File: src/rtl/wb_la_bus_arbiter.sv
// Round-robin, single-outstanding arbiter placing the Wishbone slave port (A) and the
// logic-analyzer command port (B) onto one internal request/grant/response bus.
module wb_la_bus_arbiter #(
   parameter int              AW       = 32,
   parameter int              DW       = 32,
   parameter int              TIMEOUT  = 255,
   parameter int              TO_W     = 8,
   parameter logic [DW-1:0]   ERR_WORD = 32'hDEAD_BEEF
) (
   input  logic          wb_clk_i,
   input  logic          wb_rst_i,
   input  logic          wbs_cyc_i,
   input  logic          wbs_stb_i,
   input  logic          wbs_we_i,
   input  logic [3:0]    wbs_sel_i,
   input  logic [AW-1:0] wbs_adr_i,
   input  logic [DW-1:0] wbs_dat_i,
   output logic          wbs_ack_o,
   output logic [DW-1:0] wbs_dat_o,
   input  logic          la_req_i,
   input  logic          la_we_i,
   input  logic [AW-1:0] la_adr_i,
   input  logic [DW-1:0] la_dat_i,
   output logic          la_ack_o,
   output logic [DW-1:0] la_dat_o,
   output logic          la_err_o,
   output logic          m_req_o,
   output logic          m_we_o,
   output logic [3:0]    m_sel_o,
   output logic [AW-1:0] m_adr_o,
   output logic [DW-1:0] m_dat_o,
   input  logic          m_gnt_i,
   input  logic          m_rvalid_i,
   input  logic [DW-1:0] m_rdata_i,
   output logic          timeout_o
);

   typedef enum logic [1:0] {S_IDLE, S_ISSUE, S_WAIT, S_DONE} state_e;

   // The abort fires in the cycle the counter would reach TIMEOUT; the counter then
   // saturates so a grant that wins the race cannot trigger a second abort.
   localparam logic [TO_W-1:0] TO_LAST = TO_W'(TIMEOUT - 1);
   localparam logic [TO_W-1:0] TO_SAT  = TO_W'(TIMEOUT);

   state_e          state_q, state_d;
   logic            grant_b_q, grant_b_d;
   logic            last_b_q, last_b_d;
   logic            err_q, err_d;
   logic [TO_W-1:0] cnt_q, cnt_d, cnt_inc;
   logic            m_req_q, m_req_d;
   logic            m_we_q, m_we_d;
   logic [3:0]      m_sel_q, m_sel_d;
   logic [AW-1:0]   m_adr_q, m_adr_d;
   logic [DW-1:0]   m_dat_q, m_dat_d;
   logic [DW-1:0]   wbs_dat_q, wbs_dat_d;
   logic [DW-1:0]   la_dat_q, la_dat_d;

   logic            req_a, req_b, pick_b, finish, done;
   logic [DW-1:0]   resp;

   assign req_a   = wbs_cyc_i & wbs_stb_i;
   assign req_b   = la_req_i;
   assign cnt_inc = (cnt_q == TO_SAT) ? cnt_q : cnt_q + TO_W'(1);

   always_comb begin
      state_d   = state_q;
      grant_b_d = grant_b_q;
      last_b_d  = last_b_q;
      err_d     = err_q;
      cnt_d     = cnt_q;
      m_req_d   = m_req_q;
      m_we_d    = m_we_q;
      m_sel_d   = m_sel_q;
      m_adr_d   = m_adr_q;
      m_dat_d   = m_dat_q;
      wbs_dat_d = wbs_dat_q;
      la_dat_d  = la_dat_q;
      pick_b    = 1'b0;
      finish    = 1'b0;
      resp      = m_rdata_i;

      case (state_q)
         S_IDLE: begin
            if (req_a || req_b) begin
               // On a tie the side that did not win last time is served.
               pick_b    = req_b && (!req_a || !last_b_q);
               grant_b_d = pick_b;
               last_b_d  = pick_b;
               err_d     = 1'b0;
               cnt_d     = '0;
               m_req_d   = 1'b1;
               state_d   = S_ISSUE;
               if (pick_b) begin
                  m_we_d  = la_we_i;
                  m_sel_d = 4'hF;
                  m_adr_d = la_adr_i;
                  m_dat_d = la_dat_i;
               end else begin
                  m_we_d  = wbs_we_i;
                  m_sel_d = wbs_sel_i;
                  m_adr_d = wbs_adr_i;
                  m_dat_d = wbs_dat_i;
               end
            end
         end
         S_ISSUE: begin
            cnt_d = cnt_inc;
            if (m_gnt_i) begin
               m_req_d = 1'b0;
               state_d = S_WAIT;
            end else if (cnt_q == TO_LAST) begin
               m_req_d = 1'b0;
               err_d   = 1'b1;
               finish  = 1'b1;
               resp    = ERR_WORD;
            end
         end
         S_WAIT: begin
            cnt_d = cnt_inc;
            if (m_rvalid_i) begin
               finish = 1'b1;
               resp   = m_rdata_i;
            end else if (cnt_q == TO_LAST) begin
               err_d  = 1'b1;
               finish = 1'b1;
               resp   = ERR_WORD;
            end
         end
         S_DONE: state_d = S_IDLE;
         default: state_d = S_IDLE;
      endcase

      if (finish) begin
         state_d = S_DONE;
         if (grant_b_q) la_dat_d = resp;
         else wbs_dat_d = resp;
      end
   end

   always_ff @(posedge wb_clk_i) begin
      if (wb_rst_i) begin
         state_q   <= S_IDLE;
         grant_b_q <= 1'b0;
         last_b_q  <= 1'b1;
         err_q     <= 1'b0;
         cnt_q     <= '0;
         m_req_q   <= 1'b0;
         m_we_q    <= 1'b0;
         m_sel_q   <= '0;
         m_adr_q   <= '0;
         m_dat_q   <= '0;
         wbs_dat_q <= '0;
         la_dat_q  <= '0;
      end else begin
         state_q   <= state_d;
         grant_b_q <= grant_b_d;
         last_b_q  <= last_b_d;
         err_q     <= err_d;
         cnt_q     <= cnt_d;
         m_req_q   <= m_req_d;
         m_we_q    <= m_we_d;
         m_sel_q   <= m_sel_d;
         m_adr_q   <= m_adr_d;
         m_dat_q   <= m_dat_d;
         wbs_dat_q <= wbs_dat_d;
         la_dat_q  <= la_dat_d;
      end
   end

   // Acks are gated by the live request so a withdrawn requester sees no ack.
   assign done      = (state_q == S_DONE);
   assign wbs_ack_o = done & ~grant_b_q & req_a;
   assign la_ack_o  = done & grant_b_q & req_b;
   assign timeout_o = done & err_q;
   assign la_err_o  = done & err_q & grant_b_q;
   assign wbs_dat_o = wbs_dat_q;
   assign la_dat_o  = la_dat_q;
   assign m_req_o   = m_req_q;
   assign m_we_o    = m_we_q;
   assign m_sel_o   = m_sel_q;
   assign m_adr_o   = m_adr_q;
   assign m_dat_o   = m_dat_q;

endmodule
File: config.mk
export PLATFORM = sky130hd
export DESIGN_NAME = wb_la_bus_arbiter
export DESIGN_NICKNAME = d
export VERILOG_FILES = /design/src/rtl/wb_la_bus_arbiter.sv
export SDC_FILE = /design/constraint.sdc
export NUM_CORES = 1
export LEC_CHECK = 0
export ABC_AREA = 1
export CAP_MARGIN = 20
export CORE_MARGIN = 1.5
export CORE_UTILIZATION = 38
export DETAILED_ROUTE_END_ITERATION = 12
export MAX_ROUTING_LAYER = met4
export PLACE_DENSITY = 0.87
export SYNTH_ARGS = -nofsm -noshare
export SYNTH_HDL_FRONTEND = slang
export SYNTH_SLANG_ARGS = --single-unit
File: constraint.sdc
create_clock -name wb_clk_i -period 1.85 [get_ports wb_clk_i]
set_clock_uncertainty 0.15 [all_clocks]
set_input_delay 0.555 -clock wb_clk_i [delete_from_list [all_inputs] [get_ports wb_clk_i]]
set_output_delay 0.555 -clock wb_clk_i [all_outputs]
set_load 0.005 [all_outputs]
==> run summary <==
status - complete, but fails checks
violated checks - negative setup slack
Final Routed Wirelength - 30600 um
cell family with most CP delay - buffers and inverters
most frequent cells in the layout - nand2_1 (218), clkdlybuf4s50_1 (168), dlygate4sd2_1 (136)
die width - 138 um
yosys synthesis warning count - 0
largest net degree at the start of global routing - 49
Post-Route Setup TNS - -9.56 ns
Layout area overhead - 84.5%
critical path arrival - 2.28 ns
die span in y - 138 um
Fill cells - 1273
GPL Wtd Cong - 0.889
worst slack, placed - -0.668 ns
Final ANT Viol Nets - 0
leading cell type in the layout, fill and taps excluded - nand2_1
VDD IR max - 697 uV
crit start category - flop
cell count after synthesis - 1049
HPWL after detailed placement - 17100 um
Tmin final - 2.09 ns
clk root buf - clkbuf_16
GR Util met2 - 52.5%
vias in the first global route - 8600
Initial DRC Count - 449
hold crit path type - flop to flop
Initial Utilization - 38.7%
Stages on worst setup path - 14
placed cells - 1581
Post-CTS Hold Buffers - 0
Slew @ Worst Pin - 0.472 ns
Syn Nets - 1229
Peak Freq - 479 MHz
CP required - 2.04 ns
drt first pass iters - 4
Final Cycle Share - 113%
sequential-to-total area share from yosys stat - 42.5%
first-pass GRT wire length - 44400 um
unrepaired setup endpoints after global routing - yes
max-slew violations - 0
worst path bufs/invs - 6
cell area after synthesis - 6930 um2
R2R cell count - 14
port bufs - 310
P_leak - 0.00629 uW
Slew Limit Headroom - 68.5%
Wirelength per Cell - 18.4 um
pwr dens - 1090 nW/um2
Final setup violation count - 70
Ports - 311
initial antenna violation count - 3
routed vias/inst - 5.27
Worst Setup End Kind - flop
syn avg cell area - 6.60 um2
register bit count reported by yosys - 147
core region area - 17900 um2
met1 usage - 31.1%
library cells used by synthesis - 22
vias - 8737
Sink Count - 147
Final Hold Viols - 0
fraction of layout cells with a size suffix above 1 - 22.2%
die area - 19100 um2
Global Route Usage Sum - 30.0%
CTS Buf Count - 17
area of the multi-input gates - 3930 um2
Setup Crit Path Kind - flop to flop
Clock transition at path regs - 0.07 ns
setup ws final - -0.237 ns
Slowest Stage Delay on Critical Path - 0.35 ns
slowest CP cell - dfxtp_4
CTS Buffer Depth - 2
final cell count without fillers - 1658
CTS tree - yes
minimum hold slack - 0.324 ns
Final #Nets - 1592
Clk Latency, worst-skew pair - 0.43 ns
register area - 2970 um2
worst-path cell chain - buf_6 -> inv_6 -> ha_4 -> nand2_4 -> nand2_2 -> nand2_2 -> a21oi_4 -> buf_12 -> nand2_8 -> inv_8 -> buf_6 -> buf_12 -> nor2_1 -> nor2_1
H-tree levels - 4
# DRC - 0
Congestion Overflow GR - 0
FP Rows - 49
worst hold path cell count - 2
Max-cap violations - 0
GR Util met3 - 7.55%
worst-path maximum fanout - 5
grt peak-use layer - met2
Core Util, Final - 71.4%
## per-stage QoR
stage | instance area [um2] | power [uW]
5_1_grt | 12800 | 14500
6_report | 12800 | 13900
3_5_place_dp | 10700 | 8740
3_3_place_gp | 10700 | 8640
2_1_floorplan | 6940 | 6170
4_1_cts | 12300 | 13400
## power breakdown
part | switching (uW) | internal [uW] | total, uW | leakage (uW)
Sequential | 318 | 3770 | 4090 | 0.00121
Clock | 1500 | 2320 | 3820 | 0.000309
Combinational | 3160 | 2800 | 5960 | 0.00476
Total | 4990 | 8890 | 13900 | 0.00629
## Yosys cell counts
library cell / n / share of area [%]
nand2_2: 3 / 0.27
o211ai_1: 65 / 7.0
nor3_1: 7 / 0.51
o21ai_0: 12 / 0.87
xnor2_1: 1 / 0.13
nor2_1: 193 / 10
inv_1: 133 / 7.2
inv_2: 5 / 0.27
xor2_1: 1 / 0.13
nor3b_1: 1 / 0.11
buf_2: 10 / 0.72
a21oi_1: 25 / 1.8
nand4_1: 4 / 0.36
clkbuf_1: 33 / 1.8
buf_4: 6 / 0.65
nand3_1: 124 / 9.0
dfxtp_1: 147 / 42
ha_1: 7 / 1.3
a21oi_4: 1 / 0.23
buf_1: 18 / 0.98
nor2_2: 2 / 0.18
nand2_1: 251 / 14
## cells by family after synthesis
family | after synthesis | share of synthesized area, %
and+or+nand+nor | 585 | 34.4
xor gates and xnor gates | 2 | 0.253
buffers and inverters | 205 | 11.6
adders and majority gates | 7 | 1.26
DFF | 147 | 42.5
AOI/OAI and AO/OA | 103 | 9.95
## worst reg2reg max path: stages (launching register included)
cell and delay [ns]:
dfxtp_4 0.35, buf_6 0.13, inv_6 0.06, ha_4 0.17, nand2_4 0.07, nand2_2 0.08
nand2_2 0.07, a21oi_4 0.14, buf_12 0.15, nand2_8 0.08, inv_8 0.09, buf_6 0.11
buf_12 0.12, nor2_1 0.05, nor2_1 0.20
## state kept, by name (all words and copies together), names as in the netlist
| name | cells |
|---|---|
| m_req_o | 1 |
| m_we_o | 1 |
| m_sel_o | 4 |
| m_dat_o | 32 |
| m_adr_o | 32 |
| la_dat_o | 32 |
| wbs_dat_o | 32 |
| last_b_q | 1 |
| cnt_q | 8 |
| state_q | 2 |
| grant_b_q | 1 |
| err_q | 1 |
## cell type report
| type | instances | share of cell area (%) |
|---|---|---|
| inverter | 138 | 4.44 |
| antenna | 4 | 0.0783 |
| timing repair buffer | 411 | 34.2 |
| sequential | 147 | 23.3 |
| clock inverter | 13 | 1.55 |
| clock buffer | 19 | 3.47 |
| tap | 229 | 2.24 |
| multi-input combinational | 697 | 30.8 |
## path summary, 6_finish.rpt
check,slack (ns),start,end
max,-0.24,state_q[1],la_dat_o[19]
min,0.32,last_b_q,last_b_q
max reg2reg,-0.24,state_q[1],la_dat_o[19]
min reg2reg,0.32,last_b_q,last_b_q
## timing repair
item / CTS / global route
setup buffers: 24 / 9
pin swaps: 61 / 77
cloned: 15 / 5
gates resized for setup: 314 / 130
endpoints found under the setup margin: 275 / 145
## metal layers
| metal | up-vias | share of wire, % | wire [um] |
|---|---|---|---|
| met5 | - | 0 | 0 |
| met1 | 4044 | 35 | 10600 |
| met3 | 128 | 8.8 | 2680 |
| met2 | 520 | 50 | 15400 |
| met4 | 0 | 5.9 | 1820 |
| li1 | 4045 | - | - |
(Power assumes the default switching activity.)
==> RTL change, RTL diff (same flow settings) <==
Re-encode `state_e` (4 states) as Gray code, 2 bits wide.
--- a/src/rtl/wb_la_bus_arbiter.sv
+++ b/src/rtl/wb_la_bus_arbiter.sv
@@ -35,7 +35,7 @@
    output logic          timeout_o
 );
 
-   typedef enum logic [1:0] {S_IDLE, S_ISSUE, S_WAIT, S_DONE} state_e;
+   typedef enum logic [1:0] {S_IDLE = 2'b00, S_ISSUE = 2'b01, S_WAIT = 2'b11, S_DONE = 2'b10} state_e;
 
    // The abort fires in the cycle the counter would reach TIMEOUT; the counter then
    // saturates so a grant that wins the race cannot trigger a second abort.
Check against the original RTL: same outputs for any inputs over 4 cycles, from zero or initial values and one cycle with wb_rst_i high; so few cycles prove little.
==> RTL change against the unedited design <==
The run still ends with negative setup slack left; total power is 4.7% lower; area after synthesis is 2.2% lower; non-clock buffer count grew 1; via count decreased by 7.7%; worst setup slack improved by 0.0058 ns; first-iteration DRC count down 16%; sequential cell count unchanged; wire length decreased by 9.5%; final area fell by 3.5%; critical endpoint is now la_ack_o; largest cell class unchanged.
==> RTL change: results <==
global_route:
  track_usage: 0.284
  grt_pass1_wl_um: 40400
  grt_max_degree: 53
  antenna_found_initial: 2
  grt_pass1_vias: 8216
min_path:
  min_from: "m_req_o"
  hold_class: "reg2reg"
synthesis:
  yosysSeqAreaShare: 0.435
  syn_nets: 1162
  postSynth.asyncResetShare: 0
  synthAdderAreaFrac: 0.0111
  synth_cell_type_count: 31
  synthTopCellsByArea: "dfxtp_1, nand2_1, nor2_1, o211ai_1, inv_1"
  synth_xor_area_frac: 0.00129
  synth_compound_area_frac: 0.103
  synthMuxAreaShare: 0
  yosys_warnings: 0
  yosys-top-cells-count: "nand2_1, nor2_1, dfxtp_1"
clock_tree:
  path_clk_slew_ns: 0.07
  insertion_delay_ns: 0.42
  clockBufferDepth: 2
  cts-root-buf: "clkbuf_16"
  numCtsBuffers: 17
  ctsHtreeMaxLevel: 4
final_layout:
  fillers: 1242
  final_nets: 1537
  drive_gt1_frac: 0.239
worst_setup_path:
  max_stage_delay_ns: 0.34
  cpMaxStageDelayCell: "dfxtp_2"
  critPathLaunch: "state_q[0]"
  arrival_ns: 1.38
  crit_fanout: 2
  r2r-start: "cnt_q[0]"
placement:
  port_buffers: 310
  dp.final_hpwl_um: 16500
  gp_congestion: 0.856
routing:
  vias_per_cell: 5.05
  drtPass1Iterations: 7
  routed_wl_um: 27600
  drt_iter0_drc: 376
timing:
  worst_pin_slew_ns: 0.311
  fin_ws_ns: -0.231
  setup_violations: 67
  fin_tns_setup_ns: -8.28
power:
  peakVddDrop_uv: 766
  static-leakage-power_uw: 0.00605
status:
  status: "complete, but fails checks"
  failed_checks: "negative setup slack"
## RTL change: per-stage QoR
step / area [µm²] / cells / hold WS, ns / worst slack, ns / utilization
2_1_floorplan: 6770 / 983 / 0.279 / 0.0686 / -
3_3_place_gp: 10500 / 1523 / 0.311 / -0.582 / 0.606
3_5_place_dp: 10500 / 1523 / 0.314 / -0.593 / 0.606
4_1_cts: 12000 / 1597 / 0.316 / -0.192 / 0.690
5_1_grt: 12300 / 1598 / 0.337 / -0.281 / 0.711
6_report: 12300 / 1598 / 0.306 / -0.231 / 0.711
## RTL change: critical path: cells and delay by family, from the launching register on
| kind | cells | cell delay, ns |
|---|---|---|
| AND/OR/NAND/NOR | 1 | 0.16 |
| flip-flops | 1 | 0.34 |
| adder cells (fa/ha/maj) | 1 | 0.17 |
| buffers and inverters | 3 | 0.29 |
## RTL change: what timing repair did
action	CTS	global route
endpoints found under the setup margin	226	104
setup buffers	30	5
resized for setup	287	108
gates cloned	13	5
pin swaps	33	43
hold endpoints to repair	0	0
## RTL change: final timing paths
check	endpoint	slack (ns)	cells after the start
max	la_ack_o	-0.23	5
min	m_req_o	0.31	2
max reg2reg	wbs_dat_o[17]	-0.21	13
min reg2reg	m_req_o	0.31	2
## RTL change: kinds of logic after synthesis
group,count (synthesis)
buffers and inverters,164
xor gates and xnor gates,1
DFF,147
adders and majority gates,6
and+or+nand+nor,564
AOI/OAI and AO/OA,101
## RTL change: metal layers
| layer | up-vias | global-route usage | wire length [µm] |
|---|---|---|---|
| li1 | 3855 | - | - |
| met2 | 396 | 0.500 | 14000 |
| met5 | - | - | 0 |
| met4 | 0 | 0.135 | 1150 |
| met1 | 3727 | 0.291 | 10200 |
| met3 | 90 | 0.0793 | 2280 |
## RTL change: final cells by class
cell class	instances	area, µm²	area share
Clock buffer	17	425	0.0345
Multi-Input combinational cell	674	3740	0.303
Inverter	106	413	0.0335
Timing Repair Buffer	412	4300	0.349
Tap cell	225	282	0.0228
Clock inverter	15	193	0.0156
Antenna cell	2	5.00	0.000406
Sequential cell	147	2980	0.241
## RTL change: report_power, final
group | leakage (µW) | internal (µW) | switching (µW)
sequential | 0.00121 | 3870 | 386
combinational | 0.00455 | 2760 | 2570
clock | 0.000292 | 2060 | 1580
